<file path="src/rtl/tx_huge_page_notify.sv">
// Huge-page host notifier: emits a one-DW posted MWr to the page's status word on the
// TRN TX port, then pulses huge_page_to_host_N so the address receiver can recycle the page.
module tx_huge_page_notify #(
    parameter int STATUS_STRIDE = 8
) (
    input  logic        trn_clk,
    input  logic        reset,
    input  logic [63:0] status_addr,
    input  logic [15:0] cfg_completer_id,
    input  logic        huge_page_done_1,
    input  logic        huge_page_done_2,
    output logic        huge_page_to_host_1,
    output logic        huge_page_to_host_2,
    output logic        notify_req,
    input  logic        notify_gnt,
    output logic [63:0] trn_td,
    output logic [7:0]  trn_trem_n,
    output logic        trn_tsof_n,
    output logic        trn_teof_n,
    output logic        trn_tsrc_rdy_n,
    input  logic        trn_tdst_rdy_n
);

    typedef enum logic [2:0] {
        ST_IDLE,
        ST_REQ,
        ST_B1,
        ST_B2,
        ST_B3,
        ST_FIN
    } state_t;

    state_t      state_reg, state_next;
    logic [1:0]  pend_reg, pend_next;      // bit 0 = page 1, bit 1 = page 2
    logic        last_served_reg;          // 0 = page 1, 1 = page 2
    logic        page_reg;                 // page of the TLP in flight
    logic [63:0] tgt_reg;
    logic        is_4dw_reg;

    logic        sel_page;
    logic [63:0] sel_tgt;
    logic        latch;
    logic        final_ack;
    logic [1:0]  pend_clr;
    logic [31:0] dw0, dw1, payload;

    // Round-robin tie break: with both pages pending, serve the one not served last.
    always_comb begin
        sel_page = ~last_served_reg;
        if (pend_reg == 2'b01) begin
            sel_page = 1'b0;
        end else if (pend_reg == 2'b10) begin
            sel_page = 1'b1;
        end
    end

    // Word-aligned target; the stride is a multiple of 4 so masking after the add is exact.
    assign sel_tgt = (sel_page ? (status_addr + 64'(STATUS_STRIDE)) : status_addr) & ~64'h3;

    assign final_ack = (((state_reg == ST_B2) && !is_4dw_reg) || (state_reg == ST_B3))
                       && !trn_tdst_rdy_n;
    assign pend_clr  = final_ack ? (page_reg ? 2'b10 : 2'b01) : 2'b00;
    // A done arriving on the clearing cycle must survive, so the set term is OR'd last.
    assign pend_next = (pend_reg & ~pend_clr) | {huge_page_done_2, huge_page_done_1};

    assign dw0     = {1'b0, (is_4dw_reg ? 2'b11 : 2'b10), 5'b00000, 1'b0, 3'b000, 4'b0000,
                      1'b0, 1'b0, 2'b00, 2'b00, 10'd1};
    assign dw1     = {cfg_completer_id, 8'h00, 4'h0, 4'hF};
    assign payload = page_reg ? 32'h0200_0000 : 32'h0100_0000;

    always_ff @(posedge trn_clk or posedge reset) begin
        if (reset) begin
            state_reg       <= ST_IDLE;
            pend_reg        <= 2'b00;
            last_served_reg <= 1'b1;
            page_reg        <= 1'b0;
            tgt_reg         <= 64'd0;
            is_4dw_reg      <= 1'b0;
        end else begin
            state_reg <= state_next;
            pend_reg  <= pend_next;
            if (latch) begin
                page_reg   <= sel_page;
                tgt_reg    <= sel_tgt;
                is_4dw_reg <= (sel_tgt[63:32] != 32'd0);
            end
            if (state_reg == ST_FIN) begin
                last_served_reg <= page_reg;
            end
        end
    end

    always_comb begin
        state_next          = state_reg;
        latch               = 1'b0;
        notify_req          = 1'b0;
        huge_page_to_host_1 = 1'b0;
        huge_page_to_host_2 = 1'b0;
        trn_td              = 64'd0;
        trn_trem_n          = 8'h00;
        trn_tsof_n          = 1'b1;
        trn_teof_n          = 1'b1;
        trn_tsrc_rdy_n      = 1'b1;
        case (state_reg)
            ST_IDLE: begin
                if (|pend_reg) begin
                    latch      = 1'b1;
                    state_next = ST_REQ;
                end
            end
            ST_REQ: begin
                notify_req = 1'b1;
                if (notify_gnt) begin
                    state_next = ST_B1;
                end
            end
            ST_B1: begin
                notify_req     = 1'b1;
                trn_tsrc_rdy_n = 1'b0;
                trn_tsof_n     = 1'b0;
                trn_td         = {dw0, dw1};
                if (!trn_tdst_rdy_n) begin
                    state_next = ST_B2;
                end
            end
            ST_B2: begin
                notify_req     = 1'b1;
                trn_tsrc_rdy_n = 1'b0;
                trn_teof_n     = is_4dw_reg;
                trn_td         = is_4dw_reg ? {tgt_reg[63:32], tgt_reg[31:0]}
                                            : {tgt_reg[31:0], payload};
                if (!trn_tdst_rdy_n) begin
                    state_next = is_4dw_reg ? ST_B3 : ST_FIN;
                end
            end
            ST_B3: begin
                notify_req     = 1'b1;
                trn_tsrc_rdy_n = 1'b0;
                trn_teof_n     = 1'b0;
                trn_trem_n     = 8'h0F;
                trn_td         = {payload, 32'd0};
                if (!trn_tdst_rdy_n) begin
                    state_next = ST_FIN;
                end
            end
            ST_FIN: begin
                huge_page_to_host_1 = ~page_reg;
                huge_page_to_host_2 = page_reg;
                state_next          = ST_IDLE;
            end
            default: begin
                state_next = ST_IDLE;
            end
        endcase
    end

endmodule

</file>
<file path="config.mk">
export PLATFORM = sky130hd
export DESIGN_NAME = tx_huge_page_notify
export DESIGN_NICKNAME = d
export VERILOG_FILES = /design/src/rtl/tx_huge_page_notify.sv
export SDC_FILE = /design/constraint.sdc
export NUM_CORES = 1
export LEC_CHECK = 0
export CAP_MARGIN = 20
export CORE_UTILIZATION = 40
export CTS_CLUSTER_SIZE = 12
export DETAILED_ROUTE_END_ITERATION = 6
export GPL_ROUTABILITY_DRIVEN = 1
export PLACE_DENSITY = 0.7
export SYNTH_ARGS = -nofsm -noshare
export SYNTH_HDL_FRONTEND = slang
export SYNTH_SLANG_ARGS = --single-unit
</file>
<file path="constraint.sdc">
create_clock -name trn_clk -period 3.3 [get_ports trn_clk]
set_input_delay 0.825 -clock trn_clk [delete_from_list [all_inputs] [get_ports trn_clk]]
set_output_delay 0.825 -clock trn_clk [all_outputs]
set_load 0.01 [all_outputs]
</file>
Yosys cells after proc, flatten, opt, wreduce, memory -nomap -nowiden:

Index checks and enable logic that the tools add are counted.

* $add $sub $neg: 1
* multiply operators: 0
* div/mod/pow operators: 0
* $lt $le $gt $ge: 0
* equality and inequality tests: 12
* shifts and indexed selects: 0
* muxes and demuxes: 25
* bitwise operators: 5
* reduce and logical (&&, ||, !) cells: 11

Operator list (count)
* $pmux 64 s3: 1
* $mux 64: 2
* $add 64x4->64 const B: 1
* $reduce_bool 32->1: 1
* $mux 26: 1
* $mux 3: 5
* $pmux 3 s5: 1
* $mux 1: 11
* $ne 2x2->1 const B: 5
* $eq 3x2->1 const B: 2
* $eq 3x3->1 const B: 2
* $reduce_and 5->1: 1
* $mux 2: 2
* $mux 4: 1
* $reduce_or 4->1: 1
* $eq 3x1->1 const B: 1
* $logic_not 3->1: 1
* $reduce_or 3->1: 1
* $and 2x2->2: 1
* $eq 2x1->1 const B: 1
* $eq 2x2->1 const B: 1
* $logic_and 1x1->1: 2
* $logic_not 1->1: 2
* $not 1->1: 2
* 5 further kinds: 5

* register bits: 70
* latch bits: 0
* memory bits (writable): 0
* memory bits (read-only): 0
* input port bits: 86
* output and inout port bits: 78
* logic and storage cells: 60
* memories kept: 0

Depth between registers and ports, before layout:

Gate-level depths: netlist of the first run.

* depth in word-level cells: 8
* depth in mapped cells: 10
* mapped depth without buffers: 9

Least setup slack after synthesis of the first run:

Ideal clock, no wire load.

* path kind: input-to-reg
* from: input status_addr[47]
* to: register is_4dw_reg
* library setup time: 0.140 ns
* arrival time: 2.763 ns
* required time: 3.160 ns
* path slack: 0.397 ns
* stages: 9
* path buffers: 1
* cells stage by stage: clkbuf_1 > nand4_1 > nor3_1 > nand3_1 > or4_1 > xnor2_1 > nand4b_1 > nor4_1 > a31oi_1

* longest elaborated chain between the ends: 3

RTL lines
* start: declaration: line 8 `input logic [63:0] status_addr,`
* $add 64x4->64: line 58 `assign sel_tgt = (sel_page ? (status_addr + 64'(STATUS_STRIDE)) : status_addr) & ~64'h3;`
* $mux 64 (*): line 58
* $reduce_bool 32->1 (*): line 85 `is_4dw_reg <= (sel_tgt[63:32] != 32'd0);`
* end signal: assignment: line 85
* end: declaration: line 38 `logic is_4dw_reg;`

Mark *: on every way between the ends. The rest lies on a longest branch, timed or not.
A chain may end at the register's enable or synchronous reset.

Final worst setup path of the first run:

* from: input status_addr[26]
* to: register is_4dw_reg

* longest elaborated chain between the ends: 3

RTL lines (line)
* $add 64x4->64: 58
* $mux 64: 58
* $reduce_bool 32->1: 85

No other way between the ends.

==> impl_metrics.yaml, run 1 <==
global_routing:
  antenna_found_initial: 0
  grt_util_met3_pct: 3.03
  first_global_vias: 5561
  grt_max_degree: 72
  grt-ovfl-total: 0
  grt_use_total_pct: 28.2
  grt_pass1_wl_um: 28500
  grt_use_met1_pct: 37.7
  gr-max-usage-layer: "met2"
  use_met2_pct: 46.3
cts:
  cts_sinks: 70
  htree_levels: 3
  cts_tree: "done"
  clk-insertion-delay-late_ns: 0.34
  numCtsBuffers: 9
  clk_pin_slew_ns: 0.05
  cts_hold_buf: 0
  cts_buffer_depth: 2
  cts_root_buffer: "clkbuf_16"
placed_design:
  post-dp-hpwl_um: 15100
  portBuffers: 157
  placed_cell_area_um2: 7870
  gp_congestion: 0.942
status:
  status: "completed"
logic_synthesis:
  synth_adder_area_share_pct: 0.240
  syn_area_per_cell_um2: 8.14
  syn_inst: 639
  synth.area.mux_share_pct: 8.85
  synth-compound-area-share_pct: 13.0
  yosys_warnings: 0
  syn_area_um2: 5200
  ys_seq_area_share_pct: 33.7
  ys.flop_type: "dfrtp_1"
  ys_ff_latch: 70
  synth-xor-area-share_pct: 10.3
  synth_top_family_by_area: "simple AND/OR/NAND/NOR gates"
  synth_edf_count: 0
  synthSimpleGateAreaFrac_pct: 28.6
  yosys.cell_types.count: 60
  synthArstFlopShare_pct: 100
critical_path:
  worstRegToRegCells: 9
  rrSetupSlack_ns: 0.66
  cp_common_cell: "nand3_1"
  crit_arrival_ns: 3.43
  worstSetupEndpointType: "register"
  critical_path_class: "in -> reg"
  cp_slowest_cell: "or4_1"
  max_stage_delay_ns: 0.51
  start_kind: "primary input"
  crit_family: "simple AND/OR/NAND/NOR gates"
  worstPathRequired_ns: 3.49
  cp_max_fo: 3
  rr_startpoint: "pend_reg[0]"
  regToRegEndpoint: "is_4dw_reg"
  crit_chain: "clkdlybuf4s50_1, nand3_1, nor4_4, buf_4, nand3_1, or4_1, xnor2_1, nand4b_1, nor4_2, a31oi_1"
  path_buf_inv: 2
hold_path:
  hold_path_class: "reg -> reg"
  hp-start: "pend_reg[1]"
  min_to: "pend_reg[1]"
  holdPathStages: 1
power:
  power_density_nw_per_um2: 629
  leakagePower_nw: 3.61
  max-vdd-ir-drop_mv: 0.347
sta:
  setup_viol: 0
  fmax_mhz: 309
  hold_viol: 0
  max_slew_margin_pct: 54.1
  holdWs_ns: 0.538
  post-route-period-util_pct: 98.0
  period_minus_slack_ns: 3.23
  report.final.slew_viol_count: 0
  rsz0062_at_grt: "yes"
  tightest_slew_ns: 0.688
  skew_ns: 0.00810
die:
  die_height_um: 116
  die_area_um2: 13500
  core_um2: 12700
  io_pins: 164
  rows: 41
  start_util_pct: 41.1
  die_x_um: 116
cells_and_area:
  multi_input_comb_area_um2: 3290
  drive_gt1_share_pct: 22.2
  antennaDiodeCount: 0
  nFillCells: 1101
  largest_reg_flops: 62
  regArea_um2: 1750
  nNetsFinal: 997
  syn2layout_area_growth_pct: 59.6
  postLayoutCellArea_um2: 8310
flow_run:
  max_cap_violations: 0
drt:
  vias: 5823
  drt_pass1_iterations: 5
  drc: 0
  drt_wl_total_um: 18700
  wl_per_cell_um: 17.2
  ant_nets: 0
  routed_via_density: 5.36
  drt-initial-drc-count: 474
-- per-stage QoR --
stage	util, %	setup slack [ns]	cells	TNS (ns)	total power (W)
6_report	65.5	0.0660	1087	0	0.00523
5_1_grt	65.5	-0.0126	1087	-0.0126	0.00556
4_1_cts	64.6	0.00356	1085	0	0.00521
3_5_place_dp	62.1	-0.396	1069	-0.507	0.00419
3_3_place_gp	62.1	-0.388	1069	-0.457	0.00409
2_1_floorplan	-	0.397	642	0	0.00294
-- power by group --
part           total, W  internal, W  switching (W)
registers       0.00167      0.00128       0.000388
clock network   0.00100     0.000648       0.000355
logic           0.00255      0.00130        0.00125
-- worst max-delay path by stage --
stage	startpoint	endpoint	slack [ns]	depth (start not counted)
floorplan	status_addr[47]	is_4dw_reg	0.40	9
global placement	status_addr[23]	is_4dw_reg	-0.39	11
detailed placement	status_addr[3]	is_4dw_reg	-0.40	10
CTS	status_addr[3]	is_4dw_reg	0.004	10
global route	status_addr[28]	is_4dw_reg	-0.01	10
finish	status_addr[26]	is_4dw_reg	0.07	10
-- metal layers --
layer | part of all wire (%) | up-vias
met3 | 6.3 | 31
met2 | 47 | 237
met5 | 0 | -
met1 | 44 | 2774
met4 | 2.9 | 0
li1 | - | 2781
-- cell type report --
type	instances	area share (%)
Clock buffer	15	3.34
Clock inverter	1	0.362
Inverter	16	0.723
Sequential cell	70	21.1
Multi-Input combinational cell	513	39.6
Timing Repair Buffer	300	32.2
Tap cell	172	2.59
-- kinds of logic (layout without fill, tap and decap cells) --
| family | count (synthesis) | count (layout) |
|---|---|---|
| xor gates and xnor gates | 61 | 61 |
| muxes | 45 | 45 |
| and+or+nand+nor | 292 | 292 |
| buffers and inverters | 59 | 332 |
| other | 1 | 4 |
| adders and majority gates | 1 | 1 |
| DFF | 70 | 70 |
| AOI/OAI and AO/OA | 110 | 110 |
-- worst reg2reg max path: cells and delay by family, from the launching register on --
kind | cells | cell delay, ns
and+or+nand+nor | 5 | 1.37
DFF | 1 | 0.41
AOI/OAI and AO/OA | 2 | 0.39
buffers and inverters | 1 | 0.16
xor gates and xnor gates | 1 | 0.16
-- cell usage in the layout, fill, tap and decap left out, types with 15 or more instances in the layout --
master,n
nand4_1,21
nor2_1,113
dfrtp_1,68
nand2_1,39
a21oi_1,59
xor2_1,29
and3_1,24
buf_4,140
nand3_1,31
inv_1,15
mux2i_1,37
xnor2_1,32
o21ai_0,15
clkdlybuf4s50_1,151
-- what timing repair did --
action	4_1_cts	5_1_grt
endpoints found under the setup margin	40	21
buffers inserted	0	2
gates resized for setup	6	25
pin swaps	0	5
-- cell usage after synthesis, drive strengths merged, types with 4 or more instances --
| cell type | n | share of area, % |
|---|---|---|
| a21oi | 59 | 5.7 |
| a22o | 14 | 2.4 |
| and3 | 27 | 3.2 |
| buf | 18 | 2.3 |
| clkbuf | 25 | 1.8 |
| dfrtp | 69 | 33 |
| inv | 16 | 1.2 |
| mux2 | 8 | 1.7 |
| mux2i | 37 | 7.1 |
| nand2 | 41 | 3.0 |
| nand2b | 4 | 0.48 |
| nand3 | 36 | 3.9 |
| nand4 | 23 | 3.0 |
| nor2 | 114 | 8.3 |
| nor3 | 17 | 2.2 |
| nor4 | 11 | 1.9 |
| o21ai | 16 | 1.5 |
| o31ai | 4 | 0.58 |
| or2 | 4 | 0.48 |
| xnor2 | 32 | 5.4 |
| xor2 | 29 | 4.9 |
No activity file was read; power rests on OpenSTA's default activity.
==> run 2, diff against run 1 <==
--- a/config.mk
+++ b/config.mk
@@ -10,6 +10,7 @@
 export CTS_CLUSTER_SIZE = 12
 export DETAILED_ROUTE_END_ITERATION = 6
 export GPL_ROUTABILITY_DRIVEN = 1
+export HOLD_SLACK_MARGIN = 0.02
 export PLACE_DENSITY = 0.7
 export SYNTH_ARGS = -nofsm -noshare
 export SYNTH_HDL_FRONTEND = slang
==> results of run 2 <==
The final DEF is identical to that of run 1; final timing and power are the same.
==> run 3, diff against run 2 <==
--- a/config.mk
+++ b/config.mk
@@ -5,6 +5,7 @@
 export SDC_FILE = /design/constraint.sdc
 export NUM_CORES = 1
 export LEC_CHECK = 0
+export ABC_CLOCK_PERIOD_IN_PS = 3300
 export CAP_MARGIN = 20
 export CORE_UTILIZATION = 40
 export CTS_CLUSTER_SIZE = 12
==> results of run 3 <==
The final DEF is identical to that of run 1; final timing and power are the same.
